$ cat src/rtl/fb_write_queue.sv
// fb_write_queue: fragment FIFO draining to the framebuffer write port, with line-done tracking and full-screen clear
module fb_write_queue #(
  parameter int ADDR_W  = 17,
  parameter int DEPTH   = 8,
  parameter int FB_SIZE = 76800
) (
  input  logic              clk,
  input  logic              rst,
  input  logic              frag_valid,
  input  logic [ADDR_W-1:0] frag_addr,
  input  logic [2:0]        frag_rgb,
  input  logic              frag_finish,
  output logic              frag_stall,
  input  logic              clear_req,
  input  logic [2:0]        clear_rgb,
  output logic              clear_ack,
  output logic              busy,
  output logic              line_done,
  output logic              overflow,
  output logic              fb_we,
  output logic [ADDR_W-1:0] fb_addr,
  output logic [2:0]        fb_data,
  input  logic              fb_ready
);
  localparam int AW = $clog2(DEPTH);
  localparam logic [ADDR_W:0] LIM = (ADDR_W+1)'(FB_SIZE);
  localparam logic [ADDR_W-1:0] LAST = ADDR_W'(FB_SIZE - 1);
  typedef enum logic [1:0] {IDLE, DRAIN, CLEAR} state_t;
  state_t state, state_n;
  logic [ADDR_W+2:0] mem [DEPTH];
  logic [ADDR_W+2:0] head, nh;
  logic [AW-1:0] rd_ptr, wr_ptr;
  logic [AW:0] count, cnt_a, cnt_n;
  logic fin_q, pending, push, pop, head_bad, nh_bad, fin_rise, done, go_clear, clr_last, we_n;
  assign head       = mem[rd_ptr];
  assign head_bad   = {1'b0, head[ADDR_W+2:3]} >= LIM;
  assign frag_stall = count == (AW+1)'(DEPTH) || state == CLEAR;
  assign push       = frag_valid && !frag_stall;
  assign pop        = count != 0 && (head_bad || fb_ready);
  assign cnt_a      = count - (AW+1)'(pop);
  assign cnt_n      = cnt_a + (AW+1)'(push);
  // next head: the incoming fragment bypasses the array when the queue drains empty this cycle
  assign nh         = cnt_a == 0 ? {frag_addr, frag_rgb} : mem[pop ? rd_ptr + AW'(1) : rd_ptr];
  assign nh_bad     = {1'b0, nh[ADDR_W+2:3]} >= LIM;
  assign we_n       = cnt_n != 0 && !nh_bad;
  assign fin_rise   = frag_finish && !fin_q;
  assign done       = pending && count == 0 && state != CLEAR;
  assign go_clear   = state == IDLE && clear_req && count == 0 && !push && !pending && !fin_rise;
  assign clr_last   = state == CLEAR && fb_ready && fb_addr == LAST;
  assign busy       = state != IDLE || count != 0 || pending;
  always_comb begin
    state_n = state == CLEAR ? (clr_last ? IDLE : CLEAR) :
              cnt_n != 0     ? DRAIN :
              go_clear       ? CLEAR : IDLE;
  end
  always_ff @(posedge clk) begin
    if (rst) begin
      state     <= IDLE;
      rd_ptr    <= '0;
      wr_ptr    <= '0;
      count     <= '0;
      fin_q     <= 1'b0;
      pending   <= 1'b0;
      clear_ack <= 1'b0;
      line_done <= 1'b0;
      overflow  <= 1'b0;
      fb_we     <= 1'b0;
      fb_addr   <= '0;
      fb_data   <= '0;
    end else begin
      state     <= state_n;
      fin_q     <= frag_finish;
      if (push) begin
        mem[wr_ptr] <= {frag_addr, frag_rgb};
        wr_ptr      <= wr_ptr + AW'(1);
      end
      rd_ptr    <= rd_ptr + AW'(pop);
      count     <= cnt_n;
      overflow  <= overflow | (frag_valid && frag_stall);
      pending   <= pending ? !done : fin_rise;
      line_done <= done;
      clear_ack <= go_clear;
      if (go_clear) begin
        fb_we   <= 1'b1;
        fb_addr <= '0;
        fb_data <= clear_rgb;
      end else if (state == CLEAR) begin
        if (fb_ready) begin
          fb_we   <= !clr_last;
          fb_addr <= clr_last ? '0 : fb_addr + ADDR_W'(1);
        end
      end else begin
        fb_we <= we_n;
        if (we_n) begin
          fb_addr <= nh[ADDR_W+2:3];
          fb_data <= nh[2:0];
        end
      end
    end
  end
endmodule

$ cat config.mk
export PLATFORM = sky130hd
export DESIGN_NAME = fb_write_queue
export DESIGN_NICKNAME = d
export VERILOG_FILES = /design/src/rtl/fb_write_queue.sv
export SDC_FILE = /design/constraint.sdc
export NUM_CORES = 1
export LEC_CHECK = 0
export BUFFER_PORTS_ARGS = -buffer_cell sky130_fd_sc_hd__buf_2
export CAP_MARGIN = 20
export CORE_ASPECT_RATIO = 0.9
export CORE_MARGIN = 1
export CORE_UTILIZATION = 60
export CTS_BUF_LIST = sky130_fd_sc_hd__clkbuf_8
export DETAILED_ROUTE_END_ITERATION = 16
export PLACE_DENSITY = 0.91
export RECOVER_POWER = 25
export SYNTH_ARGS = -nofsm -noshare
export SYNTH_HDL_FRONTEND = slang
export SYNTH_SLANG_ARGS = --single-unit
export TNS_END_PERCENT = 30
$ cat constraint.sdc
create_clock -name clk -period 6.8 [get_ports clk]
set_input_delay 0.68 -clock clk [delete_from_list [all_inputs] [get_ports clk]]
set_output_delay 0.68 -clock clk [all_outputs]
set_load 0.01 [all_outputs]
## Word level (Yosys, flattened, before mapping)

Memory sizes are Yosys's and may differ from the RTL's. A register that Yosys moved wholly into a read port is not among the register bits.
Index checks and enable logic that the tools add are counted.

- Add/sub/neg operators: 6
- $lt $le $gt $ge: 2
- Eq/ne operators: 7
- Muxes and demuxes: 21
- Bitwise operators: 1
- Reductions and logical operators: 37

Operators with widths:

| operator | count |
|---|---|
| $mux W17 | 4 |
| $ge A17 B17 Y1 const B | 2 |
| $mux W20 | 1 |
| $add A17 B1 Y17 const B | 1 |
| $eq A17 B17 Y1 const B | 1 |
| $mux W3 | 5 |
| $logic_and A1 B1 Y1 | 14 |
| $logic_not A1 Y1 | 8 |
| $logic_not A4 Y1 | 2 |
| $mux W2 | 4 |
| $reduce_bool A4 Y1 | 2 |
| $mux W1 | 7 |
| $add A3 B1 Y3 const B | 2 |
| $ne A2 B2 Y1 const B | 3 |
| $reduce_bool A2 Y1 | 3 |
| $add A4 B1 Y4 | 1 |
| $eq A4 B4 Y1 const B | 1 |
| $logic_or A1 B1 Y1 | 4 |
| $reduce_and A2 Y1 | 2 |
| $sub A4 B1 Y4 | 1 |
| $add A3 B1 Y3 | 1 |
| $ne A3 B3 Y1 const B | 1 |
| $eq A2 B2 Y1 const B | 1 |
| $logic_not A2 Y1 | 1 |
| 2 further kinds | 2 |

- Register bits: 38
- Memory bits (writable): 160
- Output and inout port bits: 26
- Logic and storage cells: 87
- Memories kept: 1

Memories:

| name | words | width | read ports | clocked after Yosys merged registers in | wr ports | RTL line | text |
|---|---|---|---|---|---|---|---|
| mem | 8 | 20 | 2 | 1 | 1 | 30 | `logic [ADDR_W+2:0] mem [DEPTH];` |

## Logic depth before layout (Yosys ltp)

Gate-level depths: netlist of the first run.

- Depth in word-level cells: 12
- Depth in mapped cells: 19
- Mapped depth without buffers: 16

## Least setup slack after synthesis of the first run

No wires, ideal clock.

- Path kind: register to register
- Start point: register rd_ptr[0]
- End point: register fb_addr[2]
- Library setup time: 0.122 ns
- Arrival time: 4.158 ns
- Slack: 2.519 ns
- Stages on the path, launching flop included: 16
- Path buffers: 4
- Path through: dfxtp_1 buf_6 or4_1 o31a_1 a31oi_4 o221ai_2 and2_1 ha_1 buf_4 buf_1 clkbuf_1 mux4_2 mux2i_1 a211oi_1 o21ai_0 o21ai_1

- Longest elaborated chain between the ends: 9

Ends and longest elaborated chain:

| what | RTL line | text |
|---|---|---|
| start: declaration | 32 | `logic [AW-1:0] rd_ptr, wr_ptr;` |
| start signal: assignment | 77 | `rd_ptr <= rd_ptr + AW'(pop);` |
| $add A3 B1 Y3 | 43 | `assign nh = cnt_a == 0 ? {frag_addr, frag_rgb} : mem[pop ? rd_ptr + AW'(1) : rd_ptr];` |
| $mux W3 * | 43 |  |
| $mem_v2 Z8 W20 * | - |  |
| $mux W20 * | 43 |  |
| $ge A17 B17 Y1 | 44 | `assign nh_bad = {1'b0, nh[ADDR_W+2:3]} >= LIM;` |
| $logic_not A1 Y1 | 45 | `assign we_n = cnt_n != 0 && !nh_bad;` |
| $logic_and A1 B1 Y1 | 45 |  |
| $reduce_bool A2 Y1 (no source line) | - |  |
| $reduce_and A2 Y1 (no source line) | - |  |
| end signal: assignment | 90 | `fb_addr <= clr_last ? '0 : fb_addr + ADDR_W'(1);` |
| end signal: assignment | 95 | `fb_addr <= nh[ADDR_W+2:3];` |
| end: declaration | 21 | `output logic [ADDR_W-1:0] fb_addr,` |

Every way passes the cells marked *; elsewhere a longest branch is shown, timed or not. The select of a mux whose other input is x is not followed.
A chain may end at the register's enable or synchronous reset.

## Final worst setup path of the first run

- Start point: register rd_ptr[1]
- End point: register fb_addr[5]

The elaborated chain is that of the path after synthesis.

==> impl_metrics.toml, run 1 <==
[placement]
place_congestion = 0.989
placed_cell_area_um2 = 9240
dp_hpwl_mm = 13.0
pre_cts_ws_ns = 1.69
io_buffers = 54
dp.cells = 818

[logic_synthesis]
syn_area_um2 = 8720
synthMuxAreaShare_pct = 14.7
synth-simple-area-share_pct = 9.11
netlist_instances = 583
ys.flop_type = "edfxtp_1"
seq_area_frac_synth_pct = 63.8
syn_nets = 621
synth_edf_count = 160
postSynthAreaPerCell_um2 = 15.0
synthXorXnorAreaFrac_pct = 1.02
async_flop_share_pct = 0
synth_warnings = 0
synth_top_family_by_area = "multiplexers"
yosys_register_bits = 198
synth_cell_types = 63
synth_compound_area_share_pct = 7.92
synthAdderAreaFrac_pct = 1.29

[drt]
avgRoutedWirePerCell_um = 24.3
dr.pass1.iters = 6
drt_iter0_drc = 738
routed_via_density = 6.59
drt-total-wl_mm = 20.6
vias = 5601
ant_nets = 0
drc = 0

[worst_setup_path]
reg2reg_to = "fb_addr[5]"
worstPathArrival_ns = 5.73
worst-r2r-cell-count = 15
r2r_start = "rd_ptr[1]"
worst-setup-path-type = "reg -> reg"
cp-start-kind = "flop"
cp_max_fo = 24
end_kind = "flop"
cp.required_ns = 7.16
reg2reg_setup_slack_ns = 1.43

[worst_hold_path]
min_to = "fb_data[1]"
min_from = "clear_rgb[1]"
hp-class = "in -> reg"
holdPathStages = 3

[sta]
setup_tns_ns = 0
clock-skew-final_ns = 0.0114
fin_ws_ns = 1.43
relSlewSlack_pct = 41.5
tightest_slew_ns = 0.877
min_period_over_period_pct = 79.0
fin_hold_ws_ns = 0.404
hold_violations = 0
rsz0062_at_grt = "no"
setup_viol = 0
min_period_ns = 5.37
clock.fmax_mhz = 186
drv_slew = 0

[global_routing]
grt_pass1_vias = 5426
grtUsageTotal_pct = 29.5
grt_max_degree = 34
overflow = 0
grt_pass1_wl_mm = 31.3
antenna_found_initial = 0

[pwr]
vdd_drop_max_mv = 0.257
power.total_mw = 4.37
power_density_nw_per_um2 = 452
cellLeakagePower_nw = 3.35

[floorplanning]
num_rows = 41
die_area_um2 = 15000
fp.dieW_um = 129
core_area_um2 = 14100
start_util_pct = 61.8
die_y_um = 116
io_pins = 55

[cells_and_area]
num-nets-final = 682
final_cell_count_no_fill = 850
fin_util_pct = 68.4
area_delta_synth_final_pct = 10.6
diodes = 0
design_area_um2 = 9650
drive_gt1_share_pct = 22.5

[cts]
cts_setup_buffers = 0
clk_latency_ns = 0.48
cts.sink_count = 198
cts_root_buf = "clkbuf_8"
path_clk_slew_ns = 0.09
cts_made_buffers = 17
htree_levels = 4
cts_tree = "yes"
hold_buffers = 0
post_cts_resized = 0
clock_path_buffers = 2

[run]
drv_cap = 0

[status]
status = "complete, no violations"
[logic make-up (layout without fill, tap and decap cells)]
logic type                 after synthesis  count (layout)
AOI/OAI and AO/OA                       98              98
xor gates and xnor gates                 8               8
muxes                                   74              74
adders and majority gates                9               9
DFF                                    198             198
and+or+nand+nor                        156             156
buffers and inverters                   40             114
[placed cells by master (no fill, tap or decap), types with 4 or more instances in the layout]
cell	Yosys	final
dfxtp_1	38	38
o21ai_0	22	22
inv_1	14	15
buf_4	3	14
xnor2_1	5	5
a22oi_1	4	4
nand2b_1	6	6
nand3_1	16	16
ha_1	9	8
a211oi_1	4	4
o32ai_1	7	7
mux2i_1	32	32
mux4_2	38	38
o21ai_1	10	10
buf_2	5	39
nor2b_1	10	10
clkbuf_8	0	17
nor3b_1	4	4
nor3_1	12	9
nand2_1	44	44
clkbuf_1	14	15
a21o_1	5	5
mux4_1	4	4
a21oi_1	18	18
nor2_1	32	29
edfxtp_1	160	160
[synth_stat cells (2+ instances only)]
master | number | share of area (%)
edfxtp_1 | 160 | 55
nand2_1 | 44 | 1.9
dfxtp_1 | 38 | 8.7
mux4_2 | 38 | 9.8
mux2i_1 | 32 | 3.7
nor2_1 | 32 | 1.4
o21ai_0 | 22 | 1.3
a21oi_1 | 18 | 1.0
nand3_1 | 16 | 0.92
clkbuf_1 | 14 | 0.60
inv_1 | 14 | 0.60
nor3_1 | 12 | 0.69
nor2b_1 | 10 | 0.72
o21ai_1 | 10 | 0.57
ha_1 | 9 | 1.3
o32ai_1 | 7 | 0.70
nand2b_1 | 6 | 0.43
a21o_1 | 5 | 0.43
buf_2 | 5 | 0.29
xnor2_1 | 5 | 0.50
a211oi_1 | 4 | 0.34
a22oi_1 | 4 | 0.34
mux4_1 | 4 | 1.2
nor3b_1 | 4 | 0.34
nor4_1 | 4 | 0.29
a31oi_1 | 3 | 0.22
and2_1 | 3 | 0.22
and3_1 | 3 | 0.22
buf_4 | 3 | 0.26
buf_6 | 3 | 0.39
nand3_2 | 3 | 0.34
nand4_1 | 3 | 0.22
o31ai_1 | 3 | 0.26
or2_2 | 3 | 0.22
or4_1 | 3 | 0.26
a311oi_1 | 2 | 0.20
a31oi_4 | 2 | 0.49
nand3b_1 | 2 | 0.17
nor4b_1 | 2 | 0.20
o211ai_1 | 2 | 0.17
o221ai_2 | 2 | 0.34
o22ai_1 | 2 | 0.14
xor2_1 | 2 | 0.20
[power by group]
| group | total, mW | internal [mW] | switching (mW) |
|---|---|---|---|
| Sequential | 1.50 | 1.40 | 0.0968 |
| Combinational | 2.06 | 0.919 | 1.14 |
| Clock | 0.807 | 0.375 | 0.432 |
[worst max-delay path, cell delays in order (launching register included)]
cell and delay, ns:
dfxtp_1 0.73, nor3b_1 0.24, o21ai_0 0.11, a311oi_1 0.60, o221ai_2 0.21, and2_1 0.21
ha_1 0.21, ha_1 0.20, xnor2_1 0.30, and4_1 0.83, nand2_1 0.18, a22oi_1 0.24
o21ai_2 0.11, a31oi_4 0.64, mux2i_1 0.32, o21ai_1 0.09
[area by class of cell]
cell class	count	area (um^2)
repair buffers	68	357
clock buffers	17	234
flip-flops and latches	198	5570
inverters	14	52.6
clock inverters	15	196
multi-input cells	345	3010
fillers	916	4460
well taps	193	241
[routing by layer]
layer	vias to the layer above	part of all wire [%]	global-route usage (%)
li1	2419	-	-
met4	0	3.9	14.9
met5	-	0	0
met3	76	9.8	7.47
met1	2763	39	39.2
met2	343	47	45.7
[worst max path at each step]
| stage | endpoint | from |
|---|---|---|
| after floorplan | fb_addr[2] | rd_ptr[0] |
| after global placement | fb_addr[11] | rd_ptr[1] |
| after detailed placement | fb_addr[3] | rd_ptr[1] |
| after CTS | fb_addr[5] | rd_ptr[1] |
| after global routing | fb_addr[5] | rd_ptr[1] |
| final | fb_addr[5] | rd_ptr[1] |
[registers in the layout (all words and copies together) (netlist names)]
register   flops
wr_ptr         3
fb_addr       17
fin_q          1
fb_we          1
pending        1
rd_ptr         3
fb_data        3
line_done      1
mem          160
clear_ack      1
state          2
overflow       1
count          4
Power figures use the tool's default switching activity.
==> run 2: changes to the inputs <==
clock period = 5.45 ns   (was 6.8 ns; I/O delays follow)
==> impl_metrics.toml, run 2 (same netlist as run 1, synthesis figures left out) <==
[cells_and_area]
mostFrequentLayoutCell = "edfxtp_1"
largestRegisters = "mem: 160 flops, fb_addr: 17 flops, count: 4 flops"
drive_gt1_share_pct = 23.0
design_area_um2 = 9690
diodes = 0
final_cell_mix = "edfxtp_1, nand2_1, buf_2"
num-nets-final = 685
largest_reg_flops = 160
regMostFlops = "mem"
area_delta_synth_final_pct = 11.0

[floorplanning]
fp.dieW_um = 129
die_area_um2 = 15000
core_area_um2 = 14100
io_pins = 55
num_rows = 41
start_util_pct = 61.8
die_y_um = 116

[cts]
cts_root_buf = "clkbuf_8"
clk_latency_ns = 0.47
cts.sink_count = 198
path_clk_slew_ns = 0.10
post_cts_resized = 0
hold_buffers = 0
cts_tree = "yes"
htree_levels = 4
cts_made_buffers = 17
cts_setup_buffers = 0
clock_path_buffers = 2

[sta]
rsz0062_at_grt = "no"
clock-skew-final_ns = 0.00687
min_period_over_period_pct = 95.9
tightest_slew_ns = 0.755
setup_tns_ns = 0
clock.fmax_mhz = 191
min_period_ns = 5.23
drv_slew = 0
setup_viol = 0
relSlewSlack_pct = 49.7
hold_violations = 0

[worst_setup_path]
cp.required_ns = 5.80
slowest_delay_ns = 0.67
worst-setup-path-type = "reg -> reg"
cp_top_family = "compound AO/OA/AOI/OAI gates"
cp-start-kind = "flop"
worstPathArrival_ns = 5.57
crit_buf_inv = 0
slowest_stage = "a2111oi_0"
path_cells = "nand2b_1, a2111oi_0, or4b_4, o221ai_2, and2_1, ha_1, ha_1, xnor2_1, and4_2, a31oi_1, a22oi_1, a22oi_1, o21ai_2, a31oi_4, mux2i_1, o21ai_1"
cp_max_fo = 24
end_kind = "flop"

[global_routing]
overflow = 0
antenna_found_initial = 0
grtUsageTotal_pct = 29.8
grt_max_degree = 30
grt_pass1_vias = 5461
grt_pass1_wl_mm = 31.7

[drt]
wl_met1_mm = 7.90
avgRoutedWirePerCell_um = 24.6
routed_via_density = 6.68
dr.pass1.iters = 5
wl_met2_mm = 10.0
top_layer_used = "met4"
vias = 5695
ant_nets = 0
drc = 0
wl_met3_mm = 2.18
drt_iter0_drc = 876
drt-total-wl_mm = 21.0

[pwr]
p_clk_share_pct = 18.4
power.switching_mw = 2.09
vdd_drop_max_mv = 0.374
seq_power_share_pct = 33.9
p_int_mw = 3.42
power_density_nw_per_um2 = 568
combPwrFrac_pct = 47.7
cellLeakagePower_nw = 3.36
p_sw_share_pct = 37.9

[worst_hold_path]
hp-class = "in -> reg"

[placement]
dp_hpwl_mm = 12.8
placed_cell_area_um2 = 9260
io_buffers = 54
place_congestion = 0.926

[status]
status = "complete, no violations"

[run]
drv_cap = 0
## run 2: cell count changes in the layout (fill, tap and decap cells not counted), sizes merged
cell / delta
clkbuf: -2
buf: +5
bufinv: +1
clkinv: +2
inv: -3
## run 2: path summary, 6_finish.rpt
kind / from / endpoint / slack [ns] / depth (start not counted)
min: clear_rgb[2] / fb_data[2] / 0.27 / 3
min reg2reg: overflow / overflow / 0.48 / 2
max: rd_ptr[0] / fb_addr[5] / 0.22 / 16
max reg2reg: rd_ptr[0] / fb_addr[5] / 0.22 / 16
## run 2: power by group through the flow
stage | registers, mW | clock network (mW) | logic [mW]
after floorplan | 1.88 | 0 | 2.04
after global placement | 1.88 | 0 | 2.42
after detailed placement | 1.89 | 0 | 2.53
after CTS | 1.86 | 1.02 | 2.57
after global routing | 1.88 | 1.08 | 2.81
final | 1.87 | 1.01 | 2.62
## run 2: final cells by class
class | count | area (um^2)
inverter | 14 | 52.6
sequential | 198 | 5570
clock buffer | 17 | 234
timing repair buffer | 71 | 382
tap | 193 | 241
fill | 870 | 4420
clock inverter | 15 | 198
multi-input combinational | 345 | 3010
## run 2: through the flow
step	total power, mW	hold slack [ns]	worst slack, ns	utilization, %	instances
after floorplan	3.92	0.461	1.17	-	583
after global placement	4.31	0.442	0.706	65.7	821
after detailed placement	4.42	0.451	0.323	65.7	821
after CTS	5.45	0.249	0.177	68.7	853
after global routing	5.77	0.258	0.130	68.7	853
final	5.50	0.272	0.222	68.7	853
## run 2: layer usage
layer | global-route usage (%) | up-vias
met5 | 0 | -
met4 | 15.2 | 0
met3 | 6.69 | 80
met2 | 46.7 | 425
met1 | 39.6 | 2765
li1 | - | 2425
## run 2: worst reg2reg max path, cell delays in order (launching register included)
cell and delay [ns]:
dfxtp_1 0.52, nand2b_1 0.28, a2111oi_0 0.67, or4b_4 0.27, o221ai_2 0.12, and2_1 0.22, ha_1 0.20, ha_1 0.19
xnor2_1 0.19, and4_2 0.43, a31oi_1 0.33, a22oi_1 0.19, a22oi_1 0.29, o21ai_2 0.13, a31oi_4 0.64, mux2i_1 0.33
o21ai_1 0.09
==> run 3: changes to the inputs <==
clock period = 6.18 ns   (was 5.45 ns; I/O delays follow)
==> impl_metrics.toml, run 3 (same netlist as run 1, synthesis figures left out) <==
[global_routing]
grtUsageTotal_pct = 28.5
grt_pass1_vias = 5424
overflow = 0
grt_pass1_wl_mm = 30.7
antenna_found_initial = 0
grt_max_degree = 36

[cts]
clock_path_buffers = 2
cts_setup_buffers = 0
post_cts_resized = 0
clk_latency_ns = 0.48
cts_tree = "yes"
cts_root_buf = "clkbuf_8"
cts_made_buffers = 17
htree_levels = 4
hold_buffers = 0
path_clk_slew_ns = 0.10
cts.sink_count = 198

[placement]
dp.cells = 818
place_congestion = 0.916
io_buffers = 54
dp_hpwl_mm = 13.3

[pwr]
vdd_drop_max_mv = 0.309
power.switching_mw = 1.81
p_sw_share_pct = 38.6
cellLeakagePower_nw = 3.31
combPwrFrac_pct = 47.9
p_int_mw = 2.88
power.total_mw = 4.70
seq_power_share_pct = 35.1
p_clk_share_pct = 17.0
power_density_nw_per_um2 = 489

[floorplanning]
fp.dieW_um = 129
core_area_um2 = 14100
die_area_um2 = 15000
start_util_pct = 61.8
num_rows = 41
io_pins = 55
die_y_um = 116

[sta]
tightest_slew_ns = 0.869
min_period_over_period_pct = 84.2
clock-skew-final_ns = 0.0110
relSlewSlack_pct = 42.0
hold_violations = 0
setup_tns_ns = 0
rsz0062_at_grt = "no"
drv_slew = 0
setup_viol = 0
fin_hold_ws_ns = 0.340
min_period_ns = 5.20
clock.fmax_mhz = 192

[worst_setup_path]
r2r_start = "rd_ptr[1]"
worst-r2r-cell-count = 16
cp_max_fo = 24
end_kind = "flop"
cp.required_ns = 6.52
reg2reg_to = "fb_addr[14]"
reg2reg_setup_slack_ns = 0.98
worstPathArrival_ns = 5.55
cp-start-kind = "flop"
worst-setup-path-type = "reg -> reg"

[cells_and_area]
drive_gt1_share_pct = 22.2
regMostFlops = "mem"
area_delta_synth_final_pct = 10.0
largestRegisters = "mem: 160 flops, fb_addr: 17 flops, count: 4 flops"
largest_reg_flops = 160
num-nets-final = 682
diodes = 0
mostFrequentLayoutCell = "edfxtp_1"
final_cell_count_no_fill = 850
final_cell_mix = "edfxtp_1, nand2_1, buf_2"

[drt]
dr.pass1.iters = 6
drc = 0
routed_via_density = 6.56
drt_iter0_drc = 768
avgRoutedWirePerCell_um = 23.7
ant_nets = 0
vias = 5577
drt-total-wl_mm = 20.2

[worst_hold_path]
min_to = "fb_data[1]"
holdPathStages = 3
hp-class = "in -> reg"
min_from = "clear_rgb[1]"

[status]
status = "complete, no violations"

[run]
drv_cap = 0
[run 3: cell count changes in the layout (fill, tap and decap cells not counted), moves of 2 or more]
cell        delta
buf_4          -3
buf_2          -2
bufinv_16      -3
clkinv_4       -2
clkbuf_1       +2
clkinvlp_4     +2
[run 3: layer usage]
metal  track usage [%]  part of all wire, %  up-vias
met5                 0                    0        -
met4              14.3                  3.7        0
met3              7.05                   11       67
met2              43.8                   47      365
met1              38.5                   38     2728
li1                  -                    -     2417
[run 3: power by group through the flow]
stage	Sequential, mW	Combinational, mW	Clock [mW]
2_1_floorplan	1.66	1.80	0
3_3_place_gp	1.66	2.15	0
3_5_place_dp	1.67	2.22	0
4_1_cts	1.64	2.23	0.806
5_1_grt	1.66	2.43	0.852
6_report	1.65	2.25	0.798
[run 3: layout make-up]
cell class,instances,area (um^2)
fillers,927,4510
flip-flops and latches,198,5570
well taps,193,241
repair buffers,68,357
multi-input cells,345,3010
inverters,14,52.6
clock inverters,15,143
clock buffers,17,234
[run 3: worst max-delay path by stage]
stage | start | end | slack [ns] | cells after the start
2_1_floorplan | rd_ptr[0] | fb_addr[2] | 1.90 | 15
3_3_place_gp | rd_ptr[1] | fb_addr[12] | 1.31 | 15
4_1_cts | rd_ptr[1] | fb_addr[11] | 1.10 | 15
5_1_grt | rd_ptr[1] | fb_addr[5] | 0.56 | 15
6_report | rd_ptr[1] | fb_addr[14] | 0.98 | 16
3_5_place_dp | rd_ptr[1] | fb_addr[11] | 1.10 | 15
[run 3: metrics by stage]
step	area, um^2	setup slack [ns]	util (%)
final	9600	0.977	68.0
after global placement	9240	1.31	65.5
after CTS	9620	1.10	68.2
after global routing	9600	0.558	68.0
after floorplan	8720	1.90	-
after detailed placement	9240	1.10	65.5
[run 3: worst max-delay path: stages, from the launching register on]
cell and delay (ns):
dfxtp_1 0.72, nand2b_1 0.15, a2111oi_0 0.61, or4b_4 0.26
o221ai_2 0.12, and2_1 0.22, ha_1 0.20, ha_1 0.20
xnor2_1 0.32, and4_1 0.77, a31oi_1 0.14, a22oi_1 0.30
a22oi_1 0.15, o21ai_2 0.21, a31oi_4 0.32, o211ai_1 0.27
o31ai_1 0.09
